===== config.mk =====
export PLATFORM = sky130hd
export DESIGN_NAME = r_router_1xn_flat
export DESIGN_NICKNAME = d
export VERILOG_FILES = /design/src/rtl/r_router_1xn_if.sv /design/src/rtl/r_router_1xn.sv /design/src/flat_wrapper.sv
export SDC_FILE = /design/constraint.sdc
export NUM_CORES = 1
export LEC_CHECK = 0
export BUFFER_PORTS_ARGS = -buffer_cell sky130_fd_sc_hd__buf_2
export CORE_MARGIN = 5
export CORE_UTILIZATION = 56
export CTS_CLUSTER_SIZE = 24
export DETAILED_ROUTE_END_ITERATION = 6
export PLACE_DENSITY = 0.76
export SLEW_MARGIN = 5
export SYNTH_ARGS = -nofsm -noshare
export SYNTH_HDL_FRONTEND = slang
export SYNTH_SLANG_ARGS = --single-unit

===== constraint.sdc =====
create_clock -name clk -period 4 [get_ports clk]
set_clock_uncertainty 0.15 [all_clocks]
set_input_delay 0.4 -clock clk [delete_from_list [all_inputs] [get_ports clk]]
set_output_delay 0.4 -clock clk [all_outputs]
set_load 0.01 [all_outputs]

===== src/rtl/r_router_1xn_if.sv =====
`default_nettype none
// ============================================================================
//  Module   : r_router_1xn_if
//  Purpose  : Ingress, egress and statistics signals of the 1-to-N router.
//             The slave modport faces the router; the master modport faces
//             the packet source and the downstream readers.
//  Revision : 1.0 - initial release
// ============================================================================
interface r_router_1xn_if #(
    parameter int DW        = 8,
    parameter int NUM_PORTS = 4,
    parameter int CNT_W     = 16
);
    logic [DW-1:0]           data_in;
    logic                    pkt_valid;
    logic                    busy;
    logic [NUM_PORTS-1:0]    read_enb;
    logic [NUM_PORTS*DW-1:0] data_out;
    logic [NUM_PORTS-1:0]    vld_out;
    logic                    err;
    logic [CNT_W-1:0]        err_cnt;
    logic [CNT_W-1:0]        drop_cnt;

    modport slave (
        input  data_in, pkt_valid, read_enb,
        output busy, data_out, vld_out, err, err_cnt, drop_cnt
    );

    modport master (
        output data_in, pkt_valid, read_enb,
        input  busy, data_out, vld_out, err, err_cnt, drop_cnt
    );
endinterface
`default_nettype wire


===== src/rtl/r_router_1xn.sv =====
`default_nettype none
// ============================================================================
//  Module   : r_router_1xn
//  Purpose  : Byte-serial 1-to-N packet router. One ingress FSM routes each
//             packet into a per-port FIFO, checks length and parity, drops
//             unroutable packets and flushes ports whose reader stalls.
//  Revision : 1.0 - initial release
// ============================================================================
module r_router_1xn #(
    parameter int DW         = 8,
    parameter int NUM_PORTS  = 4,
    parameter int AW         = $clog2(NUM_PORTS),
    parameter int FIFO_DEPTH = 16,
    parameter int TIMEOUT    = 30,
    parameter int CNT_W      = 16
) (
    input  logic          clk,
    input  logic          resetn,   // synchronous, active-high despite the name
    r_router_1xn_if.slave bus
);
    localparam int PW = $clog2(FIFO_DEPTH);
    localparam int LW = DW - AW;
    localparam int TW = $clog2(TIMEOUT + 1);

    localparam logic [AW:0]   PORT_LIMIT = (AW + 1)'(NUM_PORTS);
    localparam logic [PW:0]   DEPTH_CNT  = (PW + 1)'(FIFO_DEPTH);
    localparam logic [TW-1:0] TIMER_LAST = TW'(TIMEOUT - 1);

    typedef enum logic [1:0] {
        IDLE = 2'd0,
        LOAD = 2'd1,
        DROP = 2'd2
    } state_t;

    // ------------------------------------------------------------------
    // Ingress FSM state and its next-state values
    // ------------------------------------------------------------------
    state_t           state, state_nxt;
    logic [AW-1:0]    dest, dest_nxt;
    logic [DW-1:0]    parity_acc, parity_nxt;
    logic [LW-1:0]    remaining, remaining_nxt;
    logic             len_err_seen, len_err_nxt;

    logic             busy_c;
    logic             wr_en;
    logic [AW-1:0]    wr_port;
    logic             err_set;
    logic             drop_set;

    logic             err_q;
    logic [CNT_W-1:0] err_cnt_q;
    logic [CNT_W-1:0] drop_cnt_q;

    // Per-port status gathered from the FIFO generate block
    logic [NUM_PORTS-1:0]    full;
    logic [NUM_PORTS-1:0]    flush;
    logic [NUM_PORTS-1:0]    vld_vec;
    logic [NUM_PORTS*DW-1:0] dout_vec;

    logic [AW-1:0] hdr_addr;
    logic [LW-1:0] hdr_len;
    logic          hdr_bad;

    assign hdr_addr = bus.data_in[AW-1:0];
    assign hdr_len  = bus.data_in[DW-1:AW];
    assign hdr_bad  = ({1'b0, hdr_addr} >= PORT_LIMIT);

    // Next-state, write strobe, busy and error decisions of the ingress FSM
    always_comb begin
        state_nxt     = state;
        dest_nxt      = dest;
        parity_nxt    = parity_acc;
        remaining_nxt = remaining;
        len_err_nxt   = len_err_seen;
        busy_c        = 1'b0;
        wr_en         = 1'b0;
        wr_port       = dest;
        err_set       = 1'b0;
        drop_set      = 1'b0;

        case (state)
            IDLE: begin
                if (bus.pkt_valid) begin
                    if (hdr_bad) begin
                        state_nxt = DROP;
                        drop_set  = 1'b1;
                    end else if (full[hdr_addr]) begin
                        // Hold the header until the destination has room
                        busy_c = 1'b1;
                    end else begin
                        wr_en         = 1'b1;
                        wr_port       = hdr_addr;
                        dest_nxt      = hdr_addr;
                        parity_nxt    = bus.data_in;
                        remaining_nxt = hdr_len;
                        len_err_nxt   = 1'b0;
                        // A flush on the same edge swallows the header, so
                        // the rest of the packet has nowhere to go.
                        state_nxt     = flush[hdr_addr] ? DROP : LOAD;
                    end
                end
            end

            LOAD: begin
                busy_c = full[dest];
                if (!full[dest]) begin
                    wr_en = 1'b1;
                    if (bus.pkt_valid) begin
                        parity_nxt = parity_acc ^ bus.data_in;
                        if (remaining == '0) begin
                            // Over-length: flag it once, keep storing
                            if (!len_err_seen) begin
                                err_set     = 1'b1;
                                len_err_nxt = 1'b1;
                            end
                        end else begin
                            remaining_nxt = remaining - LW'(1);
                        end
                    end else begin
                        state_nxt = IDLE;
                        if (!len_err_seen &&
                            ((parity_acc != bus.data_in) || (remaining != '0))) begin
                            err_set = 1'b1;
                        end
                    end
                end
                // Reader timed out on the port being loaded: abandon the
                // packet silently. If this edge took the parity byte the
                // packet is already over, otherwise discard what remains.
                if (flush[dest]) begin
                    err_set = 1'b0;
                    if (full[dest] || bus.pkt_valid) begin
                        state_nxt = DROP;
                    end
                end
            end

            DROP: begin
                if (!bus.pkt_valid) begin
                    state_nxt = IDLE;
                end
            end

            default: begin
                state_nxt = IDLE;
            end
        endcase
    end

    // FSM state register and packet tracking registers
    always_ff @(posedge clk) begin
        if (resetn) begin
            state        <= IDLE;
            dest         <= '0;
            parity_acc   <= '0;
            remaining    <= '0;
            len_err_seen <= 1'b0;
        end else begin
            state        <= state_nxt;
            dest         <= dest_nxt;
            parity_acc   <= parity_nxt;
            remaining    <= remaining_nxt;
            len_err_seen <= len_err_nxt;
        end
    end

    // Error pulse and saturating statistics counters
    always_ff @(posedge clk) begin
        if (resetn) begin
            err_q      <= 1'b0;
            err_cnt_q  <= '0;
            drop_cnt_q <= '0;
        end else begin
            err_q <= err_set;
            if (err_set && (err_cnt_q != '1)) begin
                err_cnt_q <= err_cnt_q + CNT_W'(1);
            end
            if (drop_set && (drop_cnt_q != '1)) begin
                drop_cnt_q <= drop_cnt_q + CNT_W'(1);
            end
        end
    end

    // ------------------------------------------------------------------
    // Egress FIFOs with per-port read timeout
    // ------------------------------------------------------------------
    for (genvar p = 0; p < NUM_PORTS; p++) begin : g_port
        logic [DW-1:0] mem [FIFO_DEPTH];
        logic [PW-1:0] wr_ptr;
        logic [PW-1:0] rd_ptr;
        logic [PW:0]   cnt;
        logic [TW-1:0] timer;
        logic [DW-1:0] dout;
        logic          push;
        logic          pop;
        logic          stall;

        assign push     = wr_en && (wr_port == AW'(p)) && !flush[p];
        assign pop      = bus.read_enb[p] && (cnt != '0);
        assign stall    = (cnt != '0) && !bus.read_enb[p];
        assign flush[p] = stall && (timer == TIMER_LAST);
        assign full[p]  = (cnt == DEPTH_CNT);
        assign vld_vec[p]             = (cnt != '0);
        assign dout_vec[p*DW +: DW]   = dout;

        // Storage array; contents need no reset since count gates reads
        always_ff @(posedge clk) begin
            if (push) begin
                mem[wr_ptr] <= bus.data_in;
            end
        end

        // Pointers, occupancy, stall timer and the output data register
        always_ff @(posedge clk) begin
            if (resetn) begin
                wr_ptr <= '0;
                rd_ptr <= '0;
                cnt    <= '0;
                timer  <= '0;
                dout   <= '0;
            end else if (flush[p]) begin
                wr_ptr <= '0;
                rd_ptr <= '0;
                cnt    <= '0;
                timer  <= '0;
            end else begin
                if (push) begin
                    wr_ptr <= wr_ptr + PW'(1);
                end
                if (pop) begin
                    rd_ptr <= rd_ptr + PW'(1);
                    dout   <= mem[rd_ptr];
                end
                case ({push, pop})
                    2'b10:   cnt <= cnt + (PW + 1)'(1);
                    2'b01:   cnt <= cnt - (PW + 1)'(1);
                    default: cnt <= cnt;
                endcase
                timer <= stall ? (timer + TW'(1)) : '0;
            end
        end
    end

    assign bus.busy     = busy_c;
    assign bus.vld_out  = vld_vec;
    assign bus.data_out = dout_vec;
    assign bus.err      = err_q;
    assign bus.err_cnt  = err_cnt_q;
    assign bus.drop_cnt = drop_cnt_q;

endmodule
`default_nettype wire


===== src/flat_wrapper.sv =====
// flat-port wrapper written by rule: the top's interface ports become plain ports
module r_router_1xn_flat 
#(
    parameter int DW         = 8,
    parameter int NUM_PORTS  = 4,
    parameter int AW         = $clog2(NUM_PORTS),
    parameter int FIFO_DEPTH = 16,
    parameter int TIMEOUT    = 30,
    parameter int CNT_W      = 16
)
  (clk, resetn, bus_data_in, bus_pkt_valid, bus_read_enb, bus_busy, bus_data_out, bus_vld_out, bus_err, bus_err_cnt, bus_drop_cnt);
  r_router_1xn_if #(.DW(DW), .NUM_PORTS(NUM_PORTS), .CNT_W(CNT_W)) bus_i ();
  input  logic clk;
  input  logic resetn;
  input wire logic [$bits(bus_i.data_in)-1:0] bus_data_in;
  input wire logic [$bits(bus_i.pkt_valid)-1:0] bus_pkt_valid;
  input wire logic [$bits(bus_i.read_enb)-1:0] bus_read_enb;
  output wire logic [$bits(bus_i.busy)-1:0] bus_busy;
  output wire logic [$bits(bus_i.data_out)-1:0] bus_data_out;
  output wire logic [$bits(bus_i.vld_out)-1:0] bus_vld_out;
  output wire logic [$bits(bus_i.err)-1:0] bus_err;
  output wire logic [$bits(bus_i.err_cnt)-1:0] bus_err_cnt;
  output wire logic [$bits(bus_i.drop_cnt)-1:0] bus_drop_cnt;
  assign bus_i.data_in = bus_data_in;
  assign bus_i.pkt_valid = bus_pkt_valid;
  assign bus_i.read_enb = bus_read_enb;
  assign bus_busy = bus_i.busy;
  assign bus_data_out = bus_i.data_out;
  assign bus_vld_out = bus_i.vld_out;
  assign bus_err = bus_i.err;
  assign bus_err_cnt = bus_i.err_cnt;
  assign bus_drop_cnt = bus_i.drop_cnt;
  r_router_1xn #(.DW(DW), .NUM_PORTS(NUM_PORTS), .AW(AW), .FIFO_DEPTH(FIFO_DEPTH), .TIMEOUT(TIMEOUT), .CNT_W(CNT_W)) u_core (.clk(clk), .resetn(resetn), .bus(bus_i));
endmodule

==> impl_metrics.env, run 1 <==
export IMPL_status="complete, no violations"
export IMPL_required_ns=4.36
export IMPL_p_leak_uw=0.0101
export IMPL_synth_seq_area_share=0.673
export IMPL_routed_wl_um=56300
export IMPL_cpLargestDelayFamily="compound AO/OA/AOI/OAI gates"
export IMPL_synth_cells=1697
export IMPL_die_area_mm2=0.0527
export IMPL_finalCriticalPeriod_ns=3.74
export IMPL_area_growth_pct=12.6
export IMPL_synthArstFlopShare=0
export IMPL_path_class="reg2reg"
export IMPL_clock_path_buffers=3
export IMPL_die_h_um=230
export IMPL_maxSlewViolCount=0
export IMPL_arrival_ns=4.10
export IMPL_netlist_cell_type_count=64
export IMPL_fin_nets=1873
export IMPL_cts_tree="done"
export IMPL_route_detailed_drc=0
export IMPL_crit_path_top_delay_cell="dfxtp_1"
export IMPL_clkLatencyLatePin_ns=0.59
export IMPL_ios=85
export IMPL_htreeDepth=3
export IMPL_syn_area_per_cell_um2=15.9
export IMPL_drive_gt1_frac=0.228
export IMPL_vias_per_cell=6.06
export IMPL_ys_flop_type="edfxtp_1"
export IMPL_hp_class="in2reg"
export IMPL_avgRoutedWirePerCell_um=22.7
export IMPL_syn_cell_area_mm2=0.0270
export IMPL_cts_buffers=67
export IMPL_cellPowerDensity_mw_per_mm2=559
export IMPL_critPathMaxStageDelay_ns=0.51
export IMPL_end_kind="flip-flop"
export IMPL_hold_ws_ns=0.0605
export IMPL_crit_fanout=9
export IMPL_grt_pass1_vias=15100
export IMPL_cts_root_buffer_cell="clkbuf_16"
export IMPL_hold_viol=0
export IMPL_ys_warnings_count=0
export IMPL_post_cts_buffers=0
export IMPL_max_freq_ghz=0.267
export IMPL_vias=15000
export IMPL_cp_buffers_inverters=1
export IMPL_clk_pin_slew_worst_paths_ns=0.06
export IMPL_detail_route_first_pass_iterations=5
export IMPL_core_area_mm2=0.0477
export IMPL_period_share=0.935
export IMPL_grt_overflow=0
export IMPL_gp_congestion=0.859
export IMPL_grt_max_degree=71
export IMPL_rsz0062_at_grt="no"
export IMPL_ir_worst_vdd_mv=0.379
export IMPL_port_buffers=68
export IMPL_setup_viol=0
export IMPL_synth_enable_flop_cells=512
export IMPL_start_util=0.565
export IMPL_drtAntennaViolNets=0
export IMPL_setup_tns_ns=0
export IMPL_final_common_cell="edfxtp_1"
export IMPL_critical_path_cell_chain="nor4_4, a32o_1, o31ai_1, and2_1, inv_1, ha_1, xor2_1, ha_1, o21a_1, o22a_1, a21oi_1, xor2_1, or3_1, a21oi_1"
export IMPL_rows=80
export IMPL_cts_sinks=652
export IMPL_worstMarginPinSlew_ns=0.843
export IMPL_max_slew_margin=0.438
export IMPL_most_common_layout_cells="512 x edfxtp_1, 161 x mux4_2, 135 x dfxtp_1, 131 x nor2_1, 118 x nand2_1"
export IMPL_synth_seq_cells=652
export IMPL_grtUsageTotal=0.215
export IMPL_grt_pass1_wl_um=88100
export IMPL_detailed_place_hpwl_um=34400
export IMPL_first_iter_violations=1570
export IMPL_worstSetupStartpointType="flip-flop"
export IMPL_drv_cap=0
export IMPL_grt_antenna_before_repair=1
export IMPL_die_x_um=230
-- report_power, final --
group	internal (uW)	leakage [uW]	switching, uW
Combinational	1450	0.00330	1710
Clock	3520	0.00104	2470
Sequential	7560	0.00574	287
-- path summary, 6_finish.rpt --
kind,start,to,slack (ns),cells past startpoint
setup / recovery,u_core.g_port[1].cnt[2],u_core.g_port[1].cnt[4],0.26,14
hold / removal,bus_pkt_valid,u_core.state[1],0.06,3
setup reg to reg,u_core.g_port[1].cnt[2],u_core.g_port[1].cnt[4],0.26,14
hold reg to reg,u_core.g_port[1].dout[6],u_core.g_port[1].dout[6],0.30,2
-- metrics by stage --
| step | cell area, um^2 | util | setup WS (ns) | cells | total power, uW |
|---|---|---|---|---|---|
| 4_1_cts | 30400 | 0.637 | 0.157 | 2480 | 17200 |
| 3_3_place_gp | 28300 | 0.592 | 0.124 | 2358 | 11100 |
| 2_1_floorplan | 27100 | - | 0.0451 | 1712 | 10100 |
| 6_report | 30400 | 0.637 | 0.259 | 2481 | 17000 |
| 3_5_place_dp | 28300 | 0.592 | 0.00976 | 2358 | 11200 |
| 5_1_grt | 30400 | 0.637 | 0.0269 | 2480 | 17800 |
-- repair_timing --
item / CTS / global route
endpoints found under the setup margin: 0 / 1
hold buffers: 1 / 0
gates resized for setup: 0 / 3
endpoints found under the hold margin: 5 / 0
-- area by class of cell --
type,instances,area (um^2)
fill,3256,17300
timing repair buffer,143,931
inverter,40,150
clock buffer,97,1910
tap,615,769
clock inverter,24,199
multi-input combinational,909,8260
antenna,1,2.50
sequential,652,18200
-- cells by family after synthesis --
group | Yosys count | synth area share
muxes | 181 | 0.142
and+or+nand+nor | 429 | 0.0776
buffers and inverters | 151 | 0.0237
xor gates and xnor gates | 61 | 0.0198
adders and majority gates | 45 | 0.0209
AOI/OAI and AO/OA | 177 | 0.0424
DFF | 652 | 0.673
other | 1 | 0.000139
-- cells in the mapped netlist, drive strengths merged (13+ instances only) --
library cell	count	share of area
clkbuf	62	0.0087
nor3	30	0.0056
mux2i	13	0.0048
xnor2	23	0.0075
a211oi	13	0.0040
ha	45	0.021
edfxtp	512	0.57
mux4	161	0.13
nor2	131	0.018
buf	49	0.0095
dfxtp	140	0.10
inv	40	0.0056
xor2	38	0.012
and3	18	0.0042
o21ai	23	0.0043
a21oi	69	0.013
nand4	16	0.0037
nand3	28	0.0052
o31ai	14	0.0039
nand2	118	0.016
-- worst register-to-register path: cells and delay by family (launching register included) --
| kind | cells | cell delay, ns |
|---|---|---|
| adders and majority gates | 2 | 0.57 |
| AOI/OAI and AO/OA | 6 | 1.31 |
| and+or+nand+nor | 3 | 0.72 |
| buffers and inverters | 1 | 0.09 |
| xor gates and xnor gates | 2 | 0.31 |
| DFF | 1 | 0.51 |
-- sequential cells by signal, indices dropped and copies added, names as in the netlist --
register	count
u_core.bus.err	1
u_core.parity_acc	8
u_core.g_port.cnt	20
u_core.dest	2
u_core.g_port.dout	32
u_core.g_port.timer	20
u_core.state	2
u_core.len_err_seen	1
u_core.g_port.mem	512
u_core.remaining	6
u_core.g_port.wr_ptr	16
u_core.bus.err_cnt	16
u_core.g_port.rd_ptr	16
-- routing by layer --
layer	global-route usage	vias to the layer above	share of wire
li1	-	6757	-
met1	0.308	7644	0.42
met2	0.348	553	0.49
met3	0.0385	71	0.072
met4	0.0579	0	0.018
met5	0	-	0
Note: power is estimated with default switching activity, not from simulation.
==> inputs of run 2 (changes only) <==
--- a/config.mk
+++ b/config.mk
@@ -7,10 +7,11 @@
 export LEC_CHECK = 0
 export BUFFER_PORTS_ARGS = -buffer_cell sky130_fd_sc_hd__buf_2
 export CORE_MARGIN = 5
-export CORE_UTILIZATION = 56
+export CORE_UTILIZATION = 62
+export CTS_CLUSTER_DIAMETER = 60
 export CTS_CLUSTER_SIZE = 24
 export DETAILED_ROUTE_END_ITERATION = 6
-export PLACE_DENSITY = 0.76
+export PLACE_DENSITY = 0.8
 export SLEW_MARGIN = 5
 export SYNTH_ARGS = -nofsm -noshare
 export SYNTH_HDL_FRONTEND = slang
==> constraint.sdc (replaced) <==
create_clock -name clk -period 3.65 [get_ports clk]
set_clock_uncertainty 0.15 [all_clocks]
set_input_delay 0.365 -clock clk [delete_from_list [all_inputs] [get_ports clk]]
set_output_delay 0.365 -clock clk [all_outputs]
set_load 0.01 [all_outputs]
==> impl_metrics.env, run 2 (synthesis results as in run 1) <==
export IMPL_status="complete, no violations"
export IMPL_start_util=0.627
export IMPL_clock_path_buffers=3
export IMPL_placed_cell_area_mm2=0.0285
export IMPL_cellPowerDensity_mw_per_mm2=569
export IMPL_core_area_mm2=0.0431
export IMPL_drt_met1_wl_um=23200
export IMPL_maxUsedRoutingLayer="met5"
export IMPL_grt_pass1_wl_um=89200
export IMPL_vias=15200
export IMPL_regMostFlops="u_core.g_port.mem"
export IMPL_cts_sinks=652
export IMPL_hold_viol=0
export IMPL_die_h_um=219
export IMPL_rows=76
export IMPL_wl_met2_um=28300
export IMPL_worstSetupStartpointType="flip-flop"
export IMPL_fin_area_mm2=0.0299
export IMPL_p_leak_uw=0.00989
export IMPL_ios=85
export IMPL_grt_overflow=0
export IMPL_setup_viol=0
export IMPL_p_total_uw=17000
export IMPL_largest_register_ffs=512
export IMPL_cts_root_buffer_cell="clkbuf_16"
export IMPL_worstMarginPinSlew_ns=0.844
export IMPL_n_fill_cell=2761
export IMPL_cpLargestDelayFamily="compound AO/OA/AOI/OAI gates"
export IMPL_maxSlewViolCount=0
export IMPL_critical_path_cell_chain="nor4_4, buf_4, a22o_1, or3_1, a211oi_2, inv_1, ha_1, xor2_1, ha_1, a21oi_1, o21bai_1, a22oi_1, o221a_2, or3_1, a21oi_1"
export IMPL_most_common_layout_cells="512 x edfxtp_1, 161 x mux4_2, 131 x nor2_1, 128 x dfxtp_1, 116 x nand2_1"
export IMPL_arrival_ns=3.86
export IMPL_rr_startpoint="u_core.g_port[3].cnt[2]"
export IMPL_hold_depth=3
export IMPL_final_common_cell="edfxtp_1"
export IMPL_postLayoutCoreUtil=0.694
export IMPL_cp_buffers_inverters=2
export IMPL_end_kind="flip-flop"
export IMPL_wl_met3_um=4810
export IMPL_critPathMaxStageDelay_ns=0.43
export IMPL_first_iter_violations=1791
export IMPL_dp_cells=2361
export IMPL_period_share=0.958
export IMPL_port_buffers=68
export IMPL_crit_reg2reg_capture="u_core.g_port[2].cnt[4]"
export IMPL_n_antenna_cell=0
export IMPL_r2r_setup_slack_ns=0.15
export IMPL_routed_wl_um=57600
export IMPL_cts_tree="done"
export IMPL_grt_pass1_vias=15100
export IMPL_htreeDepth=2
export IMPL_clk_pin_slew_worst_paths_ns=0.09
export IMPL_hold_end="u_core.g_port[2].timer[1]"
export IMPL_finalWorstSetupSlack_ns=0.155
export IMPL_clkLatencyLatePin_ns=0.59
export IMPL_cts_buffers=40
export IMPL_vias_per_cell=6.26
export IMPL_crit_fanout=8
export IMPL_rsz0062_at_grt="no"
export IMPL_gp_congestion=0.881
export IMPL_reg_largest_list="u_core.g_port.mem: 512 flops, u_core.g_port.dout: 32 flops"
export IMPL_area_growth_pct=10.7
export IMPL_detail_route_first_pass_iterations=5
export IMPL_route_detailed_drc=0
export IMPL_fin_nets=1880
export IMPL_hp_class="in2reg"
export IMPL_avgRoutedWirePerCell_um=23.7
export IMPL_layout_cells_non_filler=2435
export IMPL_required_ns=4.01
export IMPL_grt_antenna_before_repair=1
export IMPL_drtAntennaViolNets=0
export IMPL_r2r_worst_path_cells=15
export IMPL_finalCriticalPeriod_ns=3.50
export IMPL_dpl_worst_slack_ns=0.121
export IMPL_detailed_place_hpwl_um=36100
export IMPL_max_slew_margin=0.437
export IMPL_path_class="reg2reg"
export IMPL_drive_gt1_frac=0.238
export IMPL_die_x_um=219
export IMPL_max_freq_ghz=0.286
export IMPL_crit_path_top_delay_cell="dfxtp_2"
export IMPL_die_area_mm2=0.0478
export IMPL_hp_start="bus_read_enb[2]"
export IMPL_grt_max_degree=70
export IMPL_grtUsageTotal=0.245
export IMPL_drv_cap=0
export IMPL_ir_worst_vdd_mv=0.533
run 2: changes by cell type in the layout (fill, tap and decap cells not counted), sizes merged:
| cell | before | now |
|---|---|---|
| diode | 1 | 0 |
| dlygate4sd3 | 1 | 2 |
| inv | 43 | 50 |
| clkbuf | 97 | 48 |
| clkinv | 18 | 13 |
| buf | 142 | 175 |
| bufinv | 3 | 1 |
run 2: worst register-to-register path, stage by stage, from the launching register on:
cell	delay [ns]
dfxtp_2	0.43
nor4_4	0.09
buf_4	0.15
a22o_1	0.22
or3_1	0.37
a211oi_2	0.33
inv_1	0.11
ha_1	0.21
xor2_1	0.14
ha_1	0.16
a21oi_1	0.07
o21bai_1	0.16
a22oi_1	0.08
o221a_2	0.28
or3_1	0.31
a21oi_1	0.15
run 2: per-stage QoR:
step / TNS [ns] / hold WS (ns)
after global routing: 0 / 0.111
after global placement: 0 / 0.290
after floorplan: -0.0249 / 0.284
after CTS: 0 / 0.0177
final: 0 / 0.101
after detailed placement: 0 / 0.300
run 2: repair_timing:
| item | 4_1_cts | 5_1_grt |
|---|---|---|
| gates resized for setup | 0 | 8 |
| buffers inserted | 0 | 0 |
| endpoints found under the setup margin | 0 | 3 |
| hold endpoints to repair | 5 | 5 |
| hold buffers | 1 | 1 |
run 2: layer usage:
layer | GRT usage | vias to the layer above
li1 | - | 6761
met1 | 0.352 | 7738
met4 | 0.0643 | 2
met2 | 0.397 | 658
met3 | 0.0435 | 72
met5 | 0 | -
run 2: report_power, final:
group          switching, uW  internal [uW]  total, uW
clock                   2520           2270       4790
sequential               364           8280       8640
combinational           1910           1670       3590
run 2: worst max-delay path by stage:
stage / from / endpoint / slack (ns) / cells after the start
after floorplan: u_core.g_port[1].cnt[1] / u_core.g_port[3].cnt[4] / -0.02 / 17
after global placement: bus_data_in[0] / u_core.g_port[2].cnt[4] / 0.20 / 16
after detailed placement: bus_data_in[0] / u_core.g_port[1].cnt[4] / 0.12 / 16
after CTS: u_core.g_port[2].cnt[2] / u_core.g_port[2].cnt[4] / 0.13 / 15
after global routing: u_core.g_port[1].cnt[0] / u_core.g_port[1].cnt[4] / 0.009 / 14
final: u_core.g_port[3].cnt[2] / u_core.g_port[2].cnt[4] / 0.15 / 15
run 2: cell type report:
class	count	area, um^2	share of cell area
flip-flops and latches	652	18200	0.609
multi-input cells	909	8280	0.277
repair buffers	177	1210	0.0406
clock buffers	48	1060	0.0355
well taps	585	732	0.0245
clock inverters	24	258	0.00862
inverters	40	150	0.00502
